--- config.mk ---
export PLATFORM = sky130hd
export DESIGN_NAME = vga_text_fetch
export DESIGN_NICKNAME = d
export VERILOG_FILES = /design/src/rtl/vga_text_fetch_pkg.sv /design/src/rtl/vga_text_pattern.sv /design/src/rtl/vga_text_fetch.sv
export SDC_FILE = /design/constraint.sdc
export NUM_CORES = 1
export LEC_CHECK = 0
export CAP_MARGIN = 20
export CORE_MARGIN = 4
export CORE_UTILIZATION = 48
export DETAILED_ROUTE_END_ITERATION = 10
export PLACE_DENSITY = 0.79
export SLEW_MARGIN = 25
export SYNTH_ARGS = -nofsm -noshare
export SYNTH_HDL_FRONTEND = slang
export SYNTH_SLANG_ARGS = --single-unit
--- constraint.sdc ---
create_clock -name clk -period 2.55 [get_ports clk]
set_clock_uncertainty 0.1 [all_clocks]
set_input_delay 0.255 -clock clk [delete_from_list [all_inputs] [get_ports clk]]
set_output_delay 0.255 -clock clk [all_outputs]
set_load 0.05 [all_outputs]
--- src/rtl/vga_text_fetch_pkg.sv ---
// Shared constants for the text-mode fetch path: window geometry, fetch phases
// and the character-code field layout.
package vga_text_fetch_pkg;

  localparam int unsigned X_START_DEF   = 64;
  localparam int unsigned Y_START_DEF   = 48;

  localparam int unsigned COLS          = 32;
  localparam int unsigned ROWS          = 16;
  localparam int unsigned LINES_PER_ROW = 12;
  localparam int unsigned CELL_W        = 16;  // 8 source pixels, doubled
  localparam int unsigned CELL_H        = 24;  // 12 source lines, doubled
  localparam int unsigned WIN_W         = COLS * CELL_W;
  localparam int unsigned WIN_H         = ROWS * CELL_H;
  localparam int unsigned FETCH_LEAD    = CELL_W;

  // Code byte fields
  localparam int unsigned CODE_SG4_BIT  = 7;
  localparam int unsigned CODE_INV_BIT  = 6;
  localparam int unsigned GLYPH_MSB     = 5;
  localparam int unsigned GLYPH_LSB     = 0;

  // Semigraphics-4 cells switch from the upper to the lower quadrant pair here
  localparam logic [3:0] SG4_SPLIT_LINE = 4'd6;

  // Phase of the 16-clock cell fetch slot at which each step happens
  localparam logic [3:0] PH_ADDR  = 4'd0;
  localparam logic [3:0] PH_CODE  = 4'd2;
  localparam logic [3:0] PH_PAT   = 4'd3;
  localparam logic [3:0] PH_SHIFT = 4'd15;

endpackage

--- src/rtl/vga_text_pattern.sv ---
// Turns a character code plus ROM row byte into the 8-pixel pattern for a cell:
// plain glyph, inverse glyph, or semigraphics-4 blocks.
module vga_text_pattern
  import vga_text_fetch_pkg::*;
(
  input  logic       sg4,
  input  logic       inv,
  input  logic [3:0] quad,
  input  logic [3:0] line,
  input  logic [7:0] cg_data,
  output logic [7:0] pattern
);

  logic upper;
  logic left_on;
  logic right_on;

  always_comb begin
    // NOTE: every output gets a default first so no path can infer a latch.
    pattern  = cg_data;
    upper    = (line < SG4_SPLIT_LINE);
    left_on  = upper ? quad[3] : quad[1];
    right_on = upper ? quad[2] : quad[0];
    if (sg4) begin
      pattern = {{4{left_on}}, {4{right_on}}};
    end else if (inv) begin
      pattern = ~cg_data;
    end
  end

endmodule

--- src/rtl/vga_text_fetch.sv ---
// Text-window fetch and serialiser: reads codes from video RAM one cell ahead,
// addresses the character ROM and shifts the 8x12 cells out doubled in x and y.
module vga_text_fetch
  import vga_text_fetch_pkg::*;
#(
  parameter int unsigned X_START = X_START_DEF,
  parameter int unsigned Y_START = Y_START_DEF
) (
  input  logic       clk,
  input  logic       reset,
  input  logic [9:0] pix_x,
  input  logic [9:0] pix_y,
  output logic [8:0] vram_addr,
  input  logic [7:0] vram_data,
  output logic [9:0] cg_addr,
  input  logic [7:0] cg_data,
  output logic       pixel,
  output logic       pixel_en
);

  localparam logic [9:0] X_WIN_LO   = 10'(X_START);
  localparam logic [9:0] X_WIN_HI   = 10'(X_START + WIN_W);
  localparam logic [9:0] X_FETCH_LO = 10'(X_START - FETCH_LEAD);
  localparam logic [9:0] X_FETCH_HI = 10'(X_START + WIN_W - FETCH_LEAD);
  localparam logic [9:0] Y_WIN_LO   = 10'(Y_START);
  localparam logic [9:0] Y_WIN_HI   = 10'(Y_START + WIN_H);

  logic [7:0] code_r;
  logic [7:0] next_pat;
  logic [7:0] cur_pat;
  logic [7:0] pattern;
  logic [3:0] line;
  logic [3:0] crow;
  logic       half;
  logic       disp_en;  // cleared by reset, re-armed at the top of the window

  logic       v_act;
  logic       fetch_act;
  logic       win_act;
  logic [8:0] fetch_rel;
  logic [3:0] phase;
  logic [4:0] col;
  logic [2:0] pix_idx;

  assign v_act     = (pix_y >= Y_WIN_LO) && (pix_y < Y_WIN_HI);
  assign fetch_act = v_act && (pix_x >= X_FETCH_LO) && (pix_x < X_FETCH_HI);
  assign win_act   = v_act && (pix_x >= X_WIN_LO) && (pix_x < X_WIN_HI);

  assign fetch_rel = 9'(pix_x - X_FETCH_LO);
  assign phase     = fetch_rel[3:0];
  assign col       = fetch_rel[8:4];
  assign pix_idx   = 3'((pix_x - X_WIN_LO) >> 1);

  assign cg_addr   = {code_r[GLYPH_MSB:GLYPH_LSB], line};

  vga_text_pattern u_pattern (
    .sg4     (code_r[CODE_SG4_BIT]),
    .inv     (code_r[CODE_INV_BIT]),
    .quad    (code_r[3:0]),
    .line    (line),
    .cg_data (cg_data),
    .pattern (pattern)
  );

  // NOTE: sequential state uses non-blocking assignments only, so every read
  // in this block sees the value from before the edge.
  always_ff @(posedge clk) begin
    if (reset) begin
      vram_addr <= '0;
      code_r    <= '0;
      next_pat  <= '0;
      cur_pat   <= '0;
      line      <= '0;
      crow      <= '0;
      half      <= 1'b0;
      disp_en   <= 1'b0;
      pixel     <= 1'b0;
      pixel_en  <= 1'b0;
    end else begin
      // Vertical position advances once per line, at the left edge
      if (pix_x == '0) begin
        if (pix_y == Y_WIN_LO) begin
          half    <= 1'b0;
          line    <= '0;
          crow    <= '0;
          disp_en <= 1'b1;
        end else if ((pix_y > Y_WIN_LO) && (pix_y < Y_WIN_HI)) begin
          half <= ~half;
          if (half) begin
            if (line == 4'(LINES_PER_ROW - 1)) begin
              line <= '0;
              crow <= crow + 4'd1;
            end else begin
              line <= line + 4'd1;
            end
          end
        end
      end

      if (fetch_act) begin
        case (phase)
          PH_ADDR:  vram_addr <= {crow, col};
          PH_CODE:  code_r    <= vram_data;
          PH_PAT:   next_pat  <= pattern;
          PH_SHIFT: cur_pat   <= next_pat;
          default:  ;
        endcase
      end

      if (win_act && disp_en) begin
        pixel    <= cur_pat[3'd7 - pix_idx];
        pixel_en <= 1'b1;
      end else begin
        pixel    <= 1'b0;
        pixel_en <= 1'b0;
      end
    end
  end

endmodule

=== Word-level counts from Yosys, hierarchy flattened ===
Index checks and enable logic that the tools add are counted.

* $add $sub $neg: 5
* Magnitude comparators: 9
* Equality and inequality tests: 5
* Mux-type cells: 17
* Bitwise operators: 3
* Reduce and logical (&&, ||, !) cells: 21

{| class="wikitable"
|+ Operators with widths
! operator !! number
|-
| two-way mux 4 bit || 8
|-
| greater-or-equal comparator 10 x 6 -> 1 bit (second input constant) || 2
|-
| < comparator 10 bit (second input constant) || 2
|-
| two-way mux 8 bit || 2
|-
| AND reduction 2 bit || 6
|-
| == test 10 x 6 -> 1 bit (second input constant) || 1
|-
| greater-or-equal comparator 10 x 7 -> 1 bit (second input constant) || 1
|-
| > comparator 10 x 6 -> 1 bit (second input constant) || 1
|-
| zero test 10 bit || 1
|-
| < comparator 10 x 9 -> 1 bit (second input constant) || 1
|-
| subtractor 9 x 6 -> 9 bit (second input constant) || 1
|-
| adder 4 x 1 -> 4 bit (second input constant) || 2
|-
| == test 4 x 2 -> 1 bit (second input constant) || 2
|-
| == test 4 bit (second input constant) || 2
|-
| inverter 8 bit || 1
|-
| logical AND 1 bit || 7
|-
| two-way mux 1 bit || 6
|-
| nonzero test 2 bit || 3
|-
| zero test 4 bit || 1
|-
| < comparator 3 x 4 -> 1 bit (second input constant) || 1
|-
| < comparator 4 x 3 -> 1 bit (second input constant) || 1
|-
| AND reduction 4 bit || 1
|-
| subtractor 4 x 1 -> 4 bit (second input constant) || 1
|-
| binary-select mux 1 bit (select 3 bit) || 1
|-
| other kinds (4) || 5
|}

* Register bits after elaboration: 45
* Output and inout bits: 21
* Word-level logic and storage cells: 70

=== Depth between registers and ports, before layout ===
* Word-level depth: 7
* Mapped depth: 7
* Depth with buffers taken out: 7

=== Hierarchy ===
Synthesis repeated with hierarchy kept, for this count alone.

* Cells, all modules: 271
* Area total of the unflattened synthesis: 2404.8 sq um

{| class="wikitable"
|+ By module, submodules not included
! module !! times used !! cells each !! area an instance (sq um)
|-
| vga_text_fetch || 1 || 246 || 2210.9
|-
| vga_text_pattern || 1 || 25 || 193.9
|}

=== Worst setup path before layout ===
Ideal clock, no wire load.

* Kind: in2reg
* Start: in pix_x[4]
* End: reg next_pat[7]
* Data arrival time: 1.956 ns
* Required time: 2.391 ns
* Path slack: 0.436 ns
* Cell stages on the path: 6
* Buffers on the path: 0
* Path through: ha_1 -> nor4_1 -> mux2i_1 -> nand2_1 -> nor3_2 -> o22a_1

* Cells in the longest elaborated chain, start to end: 4

{| class="wikitable"
|+ Ends and longest elaborated chain
! item !! RTL line !! text
|-
| from (decl) || vga_text_fetch.sv:11 || <nowiki>input logic [9:0] pix_x,</nowiki>
|-
| greater-or-equal comparator 10 x 6 -> 1 bit || vga_text_fetch.sv:46 || <nowiki>assign fetch_act = v_act && (pix_x >= X_FETCH_LO) && (pix_x < X_FETCH_HI);</nowiki>
|-
| logical AND 1 bit || vga_text_fetch.sv:46 ||
|-
| logical AND 1 bit (*) || vga_text_fetch.sv:46 ||
|-
| AND reduction 2 bit (no source line) (*) || - ||
|-
| to (signal assigned) || vga_text_fetch.sv:104 || <nowiki>PH_PAT: next_pat <= pattern;</nowiki>
|-
| to (decl) || vga_text_fetch.sv:29 || <nowiki>logic [7:0] next_pat;</nowiki>
|}

Every way passes the cells marked *; elsewhere a longest branch is shown, timed or not.
A chain may end at the register's enable or synchronous reset.

=== Worst setup path in the final report ===
* Start: in pix_x[4]
* End: reg cur_pat[1]

* Cells in the longest elaborated chain, start to end: 4

{| class="wikitable"
|+ Ends and longest elaborated chain
! item !! RTL line !! text
|-
| greater-or-equal comparator 10 x 6 -> 1 bit || vga_text_fetch.sv:46 ||
|-
| logical AND 1 bit || vga_text_fetch.sv:46 ||
|-
| logical AND 1 bit (*) || vga_text_fetch.sv:46 ||
|-
| AND reduction 2 bit (no source line) (*) || - ||
|-
| to (signal assigned) || vga_text_fetch.sv:105 || <nowiki>PH_SHIFT: cur_pat <= next_pat;</nowiki>
|-
| to (decl) || vga_text_fetch.sv:30 || <nowiki>logic [7:0] cur_pat;</nowiki>
|}

Marked as above.

==> impl_metrics.csv <==
group,metric,value,unit
clock_tree,cts_buffers,5,
global_routing,grt_util_all_layers,0.186,
synthesis,ys_seq_area_frac,0.398,
setup_path,critPathMaxStageDelay,420,ps
place,place.gp.congestion,0.808,
floorplan,die_w,76.6,µm
global_routing,grt_start_max_net_pins,25,
setup_path,cp.required,2640,ps
power,peakVddDrop,0.000396,V
global_routing,grt_pass1_wl,9.05,mm
setup_path,end_kind,"register",
clock_tree,ctsResizeCount,0,
routing,drtIter0Drc,117,
setup_path,path_class,"input port to register",
global_routing,antenna_found_initial,0,
clock_tree,htreeDepth,2,
cells_and_area,mostFrequentLayoutCells,"clkdlybuf4s50_1 (58), dfxtp_1 (45), nor2_1 (39)",
cells_and_area,layout_commonest_cell,"clkdlybuf4s50_1",
cells_and_area,fin_nets,352,
clock_tree,cts.sinks,45,
timing,worst_pin_slew,679,ps
timing,setup_viol,0,
timing,slew_headroom,0.546,
routing,drc,0,
synthesis,ys_top_cells_by_area,"dfxtp_1 (40%), mux2i_1 (12%), nor2_1 (6.5%)",
floorplan,start_util,0.509,
floorplan,dieArea,0.00587,mm²
clock_tree,insertion_delay,290,ps
setup_path,critPathMaxFanout,8,
synthesis,syn-cell-area,0.00226,mm²
floorplan,pin_count,59,
setup_path,worst-endpoint-arrival,2340,ps
power,p_leak,1.28,nW
floorplan,row_count,24,
timing,min_period_over_period,0.881,
routing,drt-total-wl,5.25,mm
timing,finalHoldViolCount,0,
setup_path,r2r_setup_slack,620,ps
routing,wire_per_inst,14.5,µm
clock_tree,cts_tree,"built",
power,power.density,482,mW/mm²
routing,dr_total_vias,1997,
setup_path,worstRegToRegCells,5,
status,outcome,"finished clean",
place,port_buffers,58,
timing,fin_crit,2250,ps
synthesis,yosysUniqueCellTypes,45,
setup_path,crit_start,"pix_x[4]",
clock_tree,clk_pin_slew_worst_paths,90,ps
setup_path,rr_endpoint,"crow[3]$_SDFFE_PP0P_",
setup_path,path_cells,"clkdlybuf4s50_1 > ha_1 > nor4_1 > buf_4 > mux2i_1 > buf_4 > nand3_2 > mux2i_1 > nor2_1",
flow_run,maxCapViolations,0,
setup_path,r2r-start,"line[1]$_SDFFE_PP0P_",
timing,rsz0062_at_grt,"no",
cells_and_area,diodes,0,
synthesis,synth-seq-cells,45,
timing,max_freq,445,MHz
place,hpwl,3.88,mm
global_routing,grt_overflow_total,0,
routing,drt_pass1_iterations,4,
cells_and_area,area_growth,35.9,%
floorplan,core,0.00444,mm²
setup_path,worst_setup_path_start_kind,"input port",
cells_and_area,layout-drive-gt1-share,0.0997,
synthesis,avgSynthCellArea,9.30,µm²
hold_path,hold_path.class,"register to register",
clock_tree,postCtsSetupRepairBufs,0,
clock_tree,cts.path.max_buffers,2,
synthesis,syn_nets,285,
timing,drv_slew,0,
clock_tree,cts_root_buffer,"clkbuf_8",
cells_and_area,fin_cells,363,
place,dp_cells,355,
setup_path,crit_slowest_cell,"clkdlybuf4s50_1",
floorplan,die_h,76.6,µm
synthesis,netlist_instances,243,
synthesis,yosysWarnings,0,
global_routing,grt_pass1_vias,1947,
timing,finalSetupTns,0,ps
synthesis,synth_top_area_frac,0.398,
synthesis,synth_top_area_cell,"dfxtp_1",
routing,final_antenna_net_count,0,
power,power,1.48,mW
clock_tree,hold_buffers,0,
routing,routed_via_density,5.50,
setup_path,critPathCapture,"cur_pat[1]$_SDFFE_PP0P_",
[sequential cells by signal (all words and copies together), names as in the netlist]
name and cells:
pixel_en 1, code_r 8, crow 4, next_pat 8
half 1, disp_en 1, cur_pat 8, vram_addr 9
line 4, pixel 1
[critical path: cells and delay by family]
family | cells | cell delay, ps
mux | 2 | 550
buf+inv | 3 | 770
simple gates | 3 | 520
fa+ha+maj | 1 | 250
[cell usage after synthesis (all sizes together)]
cell      n
nand2    14
o32ai     1
nor3b     1
o221a     1
nand4bb   1
clkbuf    9
a211o     2
nand4b    2
and4bb    1
xnor2    10
xor2      1
nor4      4
dfxtp    45
o31a      2
o41a      1
a31oi     2
ha        4
o22ai     1
o21ai     7
nand3     6
nor2     39
a311oi    1
and3      1
or2b      1
mux2i    26
inv       5
mux2      2
o22a      8
nor3      7
and4      2
nand4     1
and4b     3
or4b      1
a21oi    12
mux4      2
nand2b    3
or4       2
buf       2
nor2b    10
[worst min path at each step]
stage,start,endpoint,slack (ps),depth (start not counted)
after floorplan,vram_data[0],code_r[0]$_SDFFE_PP0P_,300,2
after CTS,disp_en$_SDFFE_PP0P_,disp_en$_SDFFE_PP0P_,380,2
after detailed placement,disp_en$_SDFFE_PP0P_,disp_en$_SDFFE_PP0P_,360,2
after global routing,disp_en$_SDFFE_PP0P_,disp_en$_SDFFE_PP0P_,390,2
after global placement,disp_en$_SDFFE_PP0P_,disp_en$_SDFFE_PP0P_,350,2
final,disp_en$_SDFFE_PP0P_,disp_en$_SDFFE_PP0P_,370,2
[cells by family (layout without fill, tap and decap cells)]
family,count (synthesis),count (layout),synth area share
and+or+nand+nor,99,99,0.242
DFF,45,45,0.398
AOI/OAI and AO/OA,38,38,0.115
muxes,30,30,0.148
buffers and inverters,16,84,0.0315
xor gates and xnor gates,11,11,0.0426
adders and majority gates,4,4,0.0221
[through the flow]
stage	hold WS, ps	setup WS, ps	area (µm²)	utilization
2_1_floorplan	299	436	2260	-
3_3_place_gp	351	45.3	2950	0.664
3_5_place_dp	355	12.3	2950	0.664
4_1_cts	375	305	3070	0.691
5_1_grt	392	116	3070	0.691
6_report	373	304	3070	0.691
[area by class of cell]
| class | count | area (µm²) |
|---|---|---|
| fillers | 354 | 1370 |
| multi-input cells | 182 | 1290 |
| flip-flops and latches | 45 | 901 |
| repair buffers | 71 | 678 |
| clock buffers | 6 | 82.6 |
| well taps | 52 | 65.1 |
| clock inverters | 2 | 37.5 |
| inverters | 5 | 18.8 |
[metal layers]
metal	global-route usage	vias up	part of all wire
met5	0	-	0
met4	0.0688	0	0.0091
met3	0.0414	6	0.059
met2	0.303	69	0.48
met1	0.239	919	0.45
li1	-	1003	-
[report_power, final]
group / internal [mW] / total (mW) / leakage [nW] / switching (mW)
combinational: 0.105 / 0.200 / 0.864 / 0.0943
sequential: 0.710 / 0.721 / 0.363 / 0.0110
clock: 0.319 / 0.559 / 0.0574 / 0.241
(Power assumes the default switching activity.)
